$ cat config.mk
export PLATFORM = sky130hd
export DESIGN_NAME = traffic_light_ctrl
export DESIGN_NICKNAME = d
export VERILOG_FILES = /design/src/rtl/traffic_pkg.sv /design/src/rtl/traffic_light_ctrl_tick.sv /design/src/rtl/traffic_light_ctrl.sv
export SDC_FILE = /design/constraint.sdc
export NUM_CORES = 1
export LEC_CHECK = 0
export CORE_UTILIZATION = 50
export DETAILED_ROUTE_END_ITERATION = 6
export PLACE_DENSITY = 0.71
export SYNTH_ARGS = -nofsm -noshare
export SYNTH_HDL_FRONTEND = slang
export SYNTH_HIERARCHICAL = 1
export SYNTH_SLANG_ARGS = --single-unit
$ cat constraint.sdc
create_clock -name clk -period 2 [get_ports clk]
set_input_delay 0.5 -clock clk [delete_from_list [all_inputs] [get_ports clk]]
set_output_delay 0.5 -clock clk [all_outputs]
set_load 0.05 [all_outputs]
$ cat src/rtl/traffic_pkg.sv
// traffic_pkg: shared definitions for the two-road junction light controller.
//   - 3-bit state codes (codes 6 and 7 are unused and recover to main green)
//   - one-hot light encodings {red,yellow,green}
//   - light-pair struct and the state-to-lights decode function
package traffic_pkg;

   localparam logic [2:0] ST_MAIN_GREEN = 3'd0;
   localparam logic [2:0] ST_MAIN_YEL   = 3'd1;
   localparam logic [2:0] ST_RED_A      = 3'd2;
   localparam logic [2:0] ST_SIDE_GREEN = 3'd3;
   localparam logic [2:0] ST_SIDE_YEL   = 3'd4;
   localparam logic [2:0] ST_RED_B      = 3'd5;

   localparam logic [2:0] LIGHT_RED = 3'b100;
   localparam logic [2:0] LIGHT_YEL = 3'b010;
   localparam logic [2:0] LIGHT_GRN = 3'b001;

   typedef struct packed {
      logic [2:0] main_l;
      logic [2:0] side_l;
   } lights_t;

   // Moore decode of a state code into the main/side light pair.
   // Unused codes show all-red, the safe display.
   function automatic lights_t decode_lights(input logic [2:0] st);
      lights_t l;
      case (st)
         ST_MAIN_GREEN: begin l.main_l = LIGHT_GRN; l.side_l = LIGHT_RED; end
         ST_MAIN_YEL:   begin l.main_l = LIGHT_YEL; l.side_l = LIGHT_RED; end
         ST_SIDE_GREEN: begin l.main_l = LIGHT_RED; l.side_l = LIGHT_GRN; end
         ST_SIDE_YEL:   begin l.main_l = LIGHT_RED; l.side_l = LIGHT_YEL; end
         default:       begin l.main_l = LIGHT_RED; l.side_l = LIGHT_RED; end
      endcase
      return l;
   endfunction

endpackage

$ cat src/rtl/traffic_light_ctrl_tick.sv
// tick_edge_detect: turns the 1 Hz square wave into a single-cycle pulse
// on each of its rising edges, in the clk domain.
// Ports:
//   clk        - system clock
//   reset_sync - synchronous active-high reset
//   clk_1hz    - divider output square wave
//   tick       - high for one clk cycle per clk_1hz rising edge
module tick_edge_detect (
   input  logic clk,
   input  logic reset_sync,
   input  logic clk_1hz,
   output logic tick
);

   logic clk_1hz_d_r;

   // One-cycle delayed copy of clk_1hz for edge detection.
   always_ff @(posedge clk) begin
      if (reset_sync) begin
         clk_1hz_d_r <= 1'b0;
      end else begin
         clk_1hz_d_r <= clk_1hz;
      end
   end

   assign tick = clk_1hz & ~clk_1hz_d_r;

endmodule

$ cat src/rtl/traffic_light_ctrl.sv
// traffic_light_ctrl: main/side junction sequencer. Main road rests on green;
// a latched side request runs one full side cycle once the main minimum green
// has elapsed. All durations are counted in 1 Hz ticks.
// Ports:
//   clk        - system clock (same clock as the divider)
//   reset_sync - synchronous active-high reset
//   clk_1hz    - divider output, each rising edge is one second
//   side_req   - side-road vehicle sensor, level or pulse
//   main_light - {red,yellow,green} main road, one-hot
//   side_light - {red,yellow,green} side road, one-hot
//   state_out  - current state code
module traffic_light_ctrl
   import traffic_pkg::*;
#(
   parameter logic [7:0] MAIN_MIN_S   = 8'd5,
   parameter logic [7:0] MAIN_YEL_S   = 8'd2,
   parameter logic [7:0] ALL_RED_S    = 8'd1,
   parameter logic [7:0] SIDE_GREEN_S = 8'd4,
   parameter logic [7:0] SIDE_YEL_S   = 8'd2
) (
   input  logic       clk,
   input  logic       reset_sync,
   input  logic       clk_1hz,
   input  logic       side_req,
   output logic [2:0] main_light,
   output logic [2:0] side_light,
   output logic [2:0] state_out
);

   logic       tick_s;
   logic [2:0] state_r;
   logic [2:0] next_state_s;
   logic [7:0] sec_cnt_r;
   logic       req_lat_r;
   logic       enter_sg_s;
   lights_t    lights_s;
   lights_t    lights_r;

   tick_edge_detect u_tick (
      .clk        (clk),
      .reset_sync (reset_sync),
      .clk_1hz    (clk_1hz),
      .tick       (tick_s)
   );

   // Next-state logic: timed phases leave on the tick that completes their duration.
   always_comb begin
      next_state_s = state_r;
      case (state_r)
         ST_MAIN_GREEN: begin
            // No upper limit: main green holds until a latched request and min time.
            if (tick_s && req_lat_r && (sec_cnt_r >= (MAIN_MIN_S - 8'd1))) begin
               next_state_s = ST_MAIN_YEL;
            end else begin
               next_state_s = ST_MAIN_GREEN;
            end
         end
         ST_MAIN_YEL: begin
            if (tick_s && (sec_cnt_r == (MAIN_YEL_S - 8'd1))) next_state_s = ST_RED_A;
            else next_state_s = ST_MAIN_YEL;
         end
         ST_RED_A: begin
            if (tick_s && (sec_cnt_r == (ALL_RED_S - 8'd1))) next_state_s = ST_SIDE_GREEN;
            else next_state_s = ST_RED_A;
         end
         ST_SIDE_GREEN: begin
            if (tick_s && (sec_cnt_r == (SIDE_GREEN_S - 8'd1))) next_state_s = ST_SIDE_YEL;
            else next_state_s = ST_SIDE_GREEN;
         end
         ST_SIDE_YEL: begin
            if (tick_s && (sec_cnt_r == (SIDE_YEL_S - 8'd1))) next_state_s = ST_RED_B;
            else next_state_s = ST_SIDE_YEL;
         end
         ST_RED_B: begin
            if (tick_s && (sec_cnt_r == (ALL_RED_S - 8'd1))) next_state_s = ST_MAIN_GREEN;
            else next_state_s = ST_RED_B;
         end
         default: next_state_s = ST_MAIN_GREEN;
      endcase
   end

   // State register.
   always_ff @(posedge clk) begin
      if (reset_sync) begin
         state_r <= ST_MAIN_GREEN;
      end else begin
         state_r <= next_state_s;
      end
   end

   // Seconds counter: restarts on every state change, saturates at 255.
   always_ff @(posedge clk) begin
      if (reset_sync) begin
         sec_cnt_r <= 8'd0;
      end else if (next_state_s != state_r) begin
         sec_cnt_r <= 8'd0;
      end else if (tick_s && (sec_cnt_r != 8'hFF)) begin
         sec_cnt_r <= sec_cnt_r + 8'd1;
      end else begin
         sec_cnt_r <= sec_cnt_r;
      end
   end

   assign enter_sg_s = (next_state_s == ST_SIDE_GREEN) && (state_r != ST_SIDE_GREEN);

   // Side request latch: the vehicle is served once side green starts, so clearing
   // on entry wins over a request seen in that same cycle.
   always_ff @(posedge clk) begin
      if (reset_sync) begin
         req_lat_r <= 1'b0;
      end else if (enter_sg_s) begin
         req_lat_r <= 1'b0;
      end else if (side_req && (state_r != ST_SIDE_GREEN)) begin
         req_lat_r <= 1'b1;
      end else begin
         req_lat_r <= req_lat_r;
      end
   end

   // Output decode from the next state, so the registered lights change on the
   // same edge as the state register.
   always_comb begin
      lights_s = decode_lights(next_state_s);
   end

   // Registered light outputs.
   always_ff @(posedge clk) begin
      if (reset_sync) begin
         lights_r.main_l <= LIGHT_GRN;
         lights_r.side_l <= LIGHT_RED;
      end else begin
         lights_r <= lights_s;
      end
   end

   assign main_light = lights_r.main_l;
   assign side_light = lights_r.side_l;
   assign state_out  = state_r;

endmodule

Yosys cells after proc, flatten, opt, wreduce, memory -nomap -nowiden
Index checks and enable logic that the tools add are counted.
{ "word_totals": {"in_bits": 4, "output_inout_bits": 9, "ff_bits": 19} }
{ "classes": {"mux": 8, "addsub": 1, "reduce_logical": 13, "n_lt_le_gt_ge": 1, "n_eq_ne": 13, "bitwise_logic": 2} }
{ "op_table": {"columns": ["operator", "count"], "rows": [
  ["6-bit one-hot mux with 4 select lines", 1],
  ["3-bit one-hot mux with 6 select lines", 1],
  ["3-bit by 2-bit equality test with 1-bit output (second input constant)", 3],
  ["3-bit equality test (second input constant)", 3],
  ["8-bit by 1-bit adder with 8-bit output (second input constant)", 1],
  ["8-bit by 1-bit equality test with 1-bit output (second input constant)", 1],
  ["8-bit by 2-bit equality test with 1-bit output (second input constant)", 1],
  ["8-bit by 3-bit greater-or-equal comparator with 1-bit output (second input constant)", 1],
  ["1-bit logical AND", 8],
  ["8-bit zero test", 1],
  ["8-bit != test (second input constant)", 1],
  ["3-bit by 1-bit equality test with 1-bit output (second input constant)", 2],
  ["3-bit zero test", 2],
  ["3-bit 2-to-1 mux", 2],
  ["2-bit OR reduction", 2],
  ["1-bit 2-to-1 mux", 3],
  ["3-bit by 2-bit != test with 1-bit output (second input constant)", 1],
  ["3-bit != test", 1],
  ["2-bit 2-to-1 mux", 1],
  ["1-bit AND", 1],
  ["1-bit inverter", 1]
]} }

Logic depth before layout (Yosys ltp)
{ "logic_depth": {"word_depth": 9, "depth_mapped": 7, "ltp_nobuf": 7} }

Hierarchy
Netlist, hierarchy kept.
{ "modules_own_cells": {"columns": ["module", "cells_each", "instances", "area_each_um2", "seq_area_each_um2"], "rows": [
  ["traffic_light_ctrl", 110, 1, 975.9, 360.3],
  ["tick_edge_detect", 3, 1, 47.5, 20.0]
]} }

Least setup slack after synthesis
No wires, ideal clock.
{ "synth_path": {"path_kind": "flip-flop to flip-flop", "startpoint": "reg state_r[2] (netlist: state_out[2])", "endpoint": "reg lights_r, in the netlist side_light[1]", "arrival_time_ns": 1.676, "setup_ns": 0.115, "required_time_ns": 1.885, "synth_period_minus_slack_ns": 1.791, "setup_slack_ns": 0.209, "stages_incl_launch_ff": 7, "cell_sequence": "dfxtp_1 clkbuf_1 nand2_1 a22o_2 a21o_1 o211a_1 and2_1"} }
{ "synth_via": {"elab_chain_cells": 4, "word_cells_on_any_way": 12, "cone_classes": "8 x eq/ne; 2 x mux; 2 x reduce/logical"} }
{ "synth_rtl": {"columns": ["item", "line", "rtl"], "rows": [
  ["from (decl)", "traffic_light_ctrl.sv:31", "logic [2:0] state_r;"],
  ["from (signal assigned)", "traffic_light_ctrl.sv:87", "state_r <= next_state_s;"],
  ["3-bit equality test, or another cell as far along", "traffic_light_ctrl.sv:49", "case (state_r)"],
  ["3-bit one-hot mux with 6 select lines (*)", "traffic_light_ctrl.sv:49", null],
  ["3-bit equality test, or another cell as far along", "traffic_pkg.sv:27", "case (st)"],
  ["6-bit one-hot mux with 4 select lines (*)", "traffic_pkg.sv:27", null],
  ["to (signal assigned)", "traffic_light_ctrl.sv:132", "lights_r <= lights_s;"],
  ["to (decl)", "traffic_light_ctrl.sv:37", "lights_t lights_r;"]
]} }
Mark *: on every way between the ends. The rest lies on a longest branch, timed or not.
A chain may end at the register's enable or synchronous reset.

Final worst setup path
{ "layout_path": {"startpoint": "reg lights_r, in the netlist side_light[1]", "endpoint": "out side_light[1]"} }
{ "layout_lines": {"columns": ["item", "line", "rtl"], "rows": [
  ["to (decl)", "traffic_light_ctrl.sv:26", "output logic [2:0] side_light,"]
]} }
No word-level cell between the ends.

==> impl_results.md <==
* Status: completed
* Crit share post-route at 95.74%
* Pwr Total at around 0.00065 W
* Clock share of power at slightly above 30%
* Post-synth cell types at 41
* Leak at around 0.46 nW
* Sw Ratio at 24.51%
* Worst path slowest cell: clkdlybuf4s50_1
* # DRC at 0
* Root buffer cell: clkbuf_4
* Worst slew pin tran at 514.2 ps
* Syn nets at 120
* Core footprint at 1942 um2
* CP arrival at approximately 1400 ps
* Clock latency on the worst-skew pair at 300 ps
* Global route overflow at 0
* Post-Synthesis Cell Area at 1023 um2
* HPWL after detailed placement at roughly 1500 um
* Gp weighted congestion at between 0.7 and 0.8
* Vias in the first global route at 791
* DRT iter0 DRCs at 14
* WL final at between 1500 and 2000 um
* Worst setup path class: reg -> out
* Worst path top cell family by delay: buffers and inverters
* Crit Path Max Fanout at 1
* Final Skew at 6.611 ps
* RSZ-0062 raised after global routing: false
* Worst hold path type: reg -> reg
* Setup violations, final at 0
* Post-synthesis sequential area ratio at 37.16%
* Die Y at 47.25 um
* Ports at 13
* Max Fclk at around 0.52 GHz
* Switching power at between 0.00015 and 0.0002 W
* Post-route cell area at between 1000 and 1500 um2
* Worst slack, placed at -171.2 ps
* Die footprint at ~2200 um2
* Max-slew violations at 0
* Tot GR Track Use at 20.94%
* Initial antenna violation count at 0
* DR vias/cell at 5.397
* H-tree levels at 1
* Critical path required time at 1500 ps
* Max Buffers Root-to-Sink at 2
* Most used DFF post-synth: dfxtp_1
* Worst IR drop on VDD at 0.4071 mV
* P&R area growth vs syn at 18.22%
* FILL cells at 193
* Combinational power share at 9.3%
* Synth Instances at 113
* Clk sinks at 19
* Most common cell after layout, fill and taps aside: dfxtp_1
* Die Wd at 47.25 um
* First-pass GRT wire length at 3284 um
* Most frequent cells in the layout: dfxtp_1 (19), nor2_1 (16), clkdlybuf4s50_1 (9), buf_4 (8)
* Initial Util at 52.71%
* Clock-pin slew on the worst setup and hold paths at between 100 and 150 ps
* Startpoint types: register
* Max cap viols at 0
* Final net count at 137
* Pin count of the biggest net entering global routing at 13
* Setup Fix Bufs, Post-CTS at 0
* Period minus WS final at 1915 ps
* Drt wl/cell at 12.56 um
* Layout cells sized above 1 at 18.60%
* Crit path buf inv count at 1
* Share of flip-flops with an asynchronous set or reset at 0%
* TritonCTS Buffers at 3
* Worst reg2reg setup slack at 190 ps
* Ant. Diodes at 0
* Post-synth EDFFs at 0
* Final Hold Violating Endpoints at 0
* Ys Warns at 6
* Post-route ant nets at 0
* Critical path endpoint category: primary output
* Setup slack after layout at 85.22 ps
* TritonCTS clock tree: yes
* P_int at 0.0004897 W
* Drt first pass iters at 4
* Sequential Power Share at 60.3%
* Worst slew margin at 65.59%
* Hold slack final at 525.9 ps
* PortBufs at 12
* Slowest stage delay, CP at 790 ps
* Routed vias at 842
* Core Rows at 16
* Mean post-synth cell area at between 9 and 10 um2
* Cell Chain, Critical Path: clkdlybuf4s50_1
* Pwr Density at 536.2 nW/um2
* Dpl cell area at 1170 um2
* #FFs+latches synth at 19
## layout make-up
class                      instances  area [um2]  area share, %
clock buffer                       3       22.52          1.861
clock inverter                     1       5.005         0.4137
inverter                           4       15.01          1.241
multi-input combinational         85       603.1          49.84
sequential                        19       380.4          31.44
tap                               27       33.78          2.792
timing repair buffer              17       150.1          12.41
## final timing paths
check | cells after the start | to | from
setup / recovery | 1 | side_light[1] | side_light[1]$_SDFF_PP0_
hold / removal | 2 | sec_cnt_r[6]$_SDFFE_PP0P_ | sec_cnt_r[6]$_SDFFE_PP0P_
setup reg to reg | 7 | sec_cnt_r[4]$_SDFFE_PP0P_ | sec_cnt_r[0]$_SDFFE_PP0P_
hold reg to reg | 2 | sec_cnt_r[6]$_SDFFE_PP0P_ | sec_cnt_r[6]$_SDFFE_PP0P_
## through the flow
step	cells	TNS, ps	util, %
after floorplan	113	0	-
after global placement	152	-568.1	60.24
after detailed placement	152	-795.5	60.24
after CTS	156	0	61.66
after global routing	156	0	62.31
final	156	0	62.31
## Yosys cell counts, types with 2 or more instances
master / instances / area share [%]
a31oi_1: 5 / 3.1
a21o_1: 2 / 1.5
inv_1: 4 / 1.5
nand2_1: 3 / 1.1
a41oi_1: 2 / 1.7
nand2b_1: 3 / 1.8
nor3_1: 4 / 2.0
xnor2_1: 5 / 4.3
ha_1: 3 / 3.7
nor2b_4: 2 / 2.7
and2_1: 4 / 2.4
nor3b_1: 2 / 1.5
nand4_1: 2 / 1.2
and4_2: 2 / 2.0
dfxtp_1: 19 / 37
nand3_1: 4 / 2.0
o21ai_0: 3 / 1.5
buf_4: 3 / 2.2
nor2_1: 16 / 5.9
a21oi_1: 4 / 2.0
## sequential cells by signal (all words and copies together) (netlist names)
name                flops
sec_cnt_r               8
u_tick/clk_1hz_d_r      1
side_light              3
main_light              3
req_lat_r               1
state_out               3
## layer usage
metal | GRT usage (%) | wire length (um) | vias up
met5 | 0 | 0 | -
met2 | 35.89 | 978 | 13
met3 | 3.462 | 48 | 5
met1 | 25.81 | 897 | 390
li1 | - | - | 434
met4 | 8.571 | 34 | 0
## kinds of logic (layout without fill, tap and decap cells)
logic type / after synthesis / count (layout) / share of synthesized area [%]
DFF: 19 / 19 / 37.16
buffers and inverters: 9 / 25 / 5.133
AOI/OAI and AO/OA: 23 / 23 / 16.01
xor gates and xnor gates: 5 / 5 / 4.279
muxes: 1 / 1 / 0.9780
adders and majority gates: 3 / 3 / 3.668
and+or+nand+nor: 53 / 53 / 32.76
## power groups by stage
stage | Sequential (W) | Combinational, W | Clock, W
detailed placement | 0.000400 | 0.0000586 | 0
CTS | 0.000391 | 0.0000593 | 0.000201
global route | 0.000393 | 0.0000675 | 0.000219
finish | 0.000391 | 0.0000606 | 0.000197
global placement | 0.000400 | 0.0000570 | 0
floorplan | 0.000399 | 0.0000391 | 0
## repair_timing
action / 4_1_cts / 5_1_grt
hold buffers: 0 / 0
endpoints found under the setup margin: 0 / 3
gates resized for setup: 0 / 3
Power figures use the tool's default switching activity.
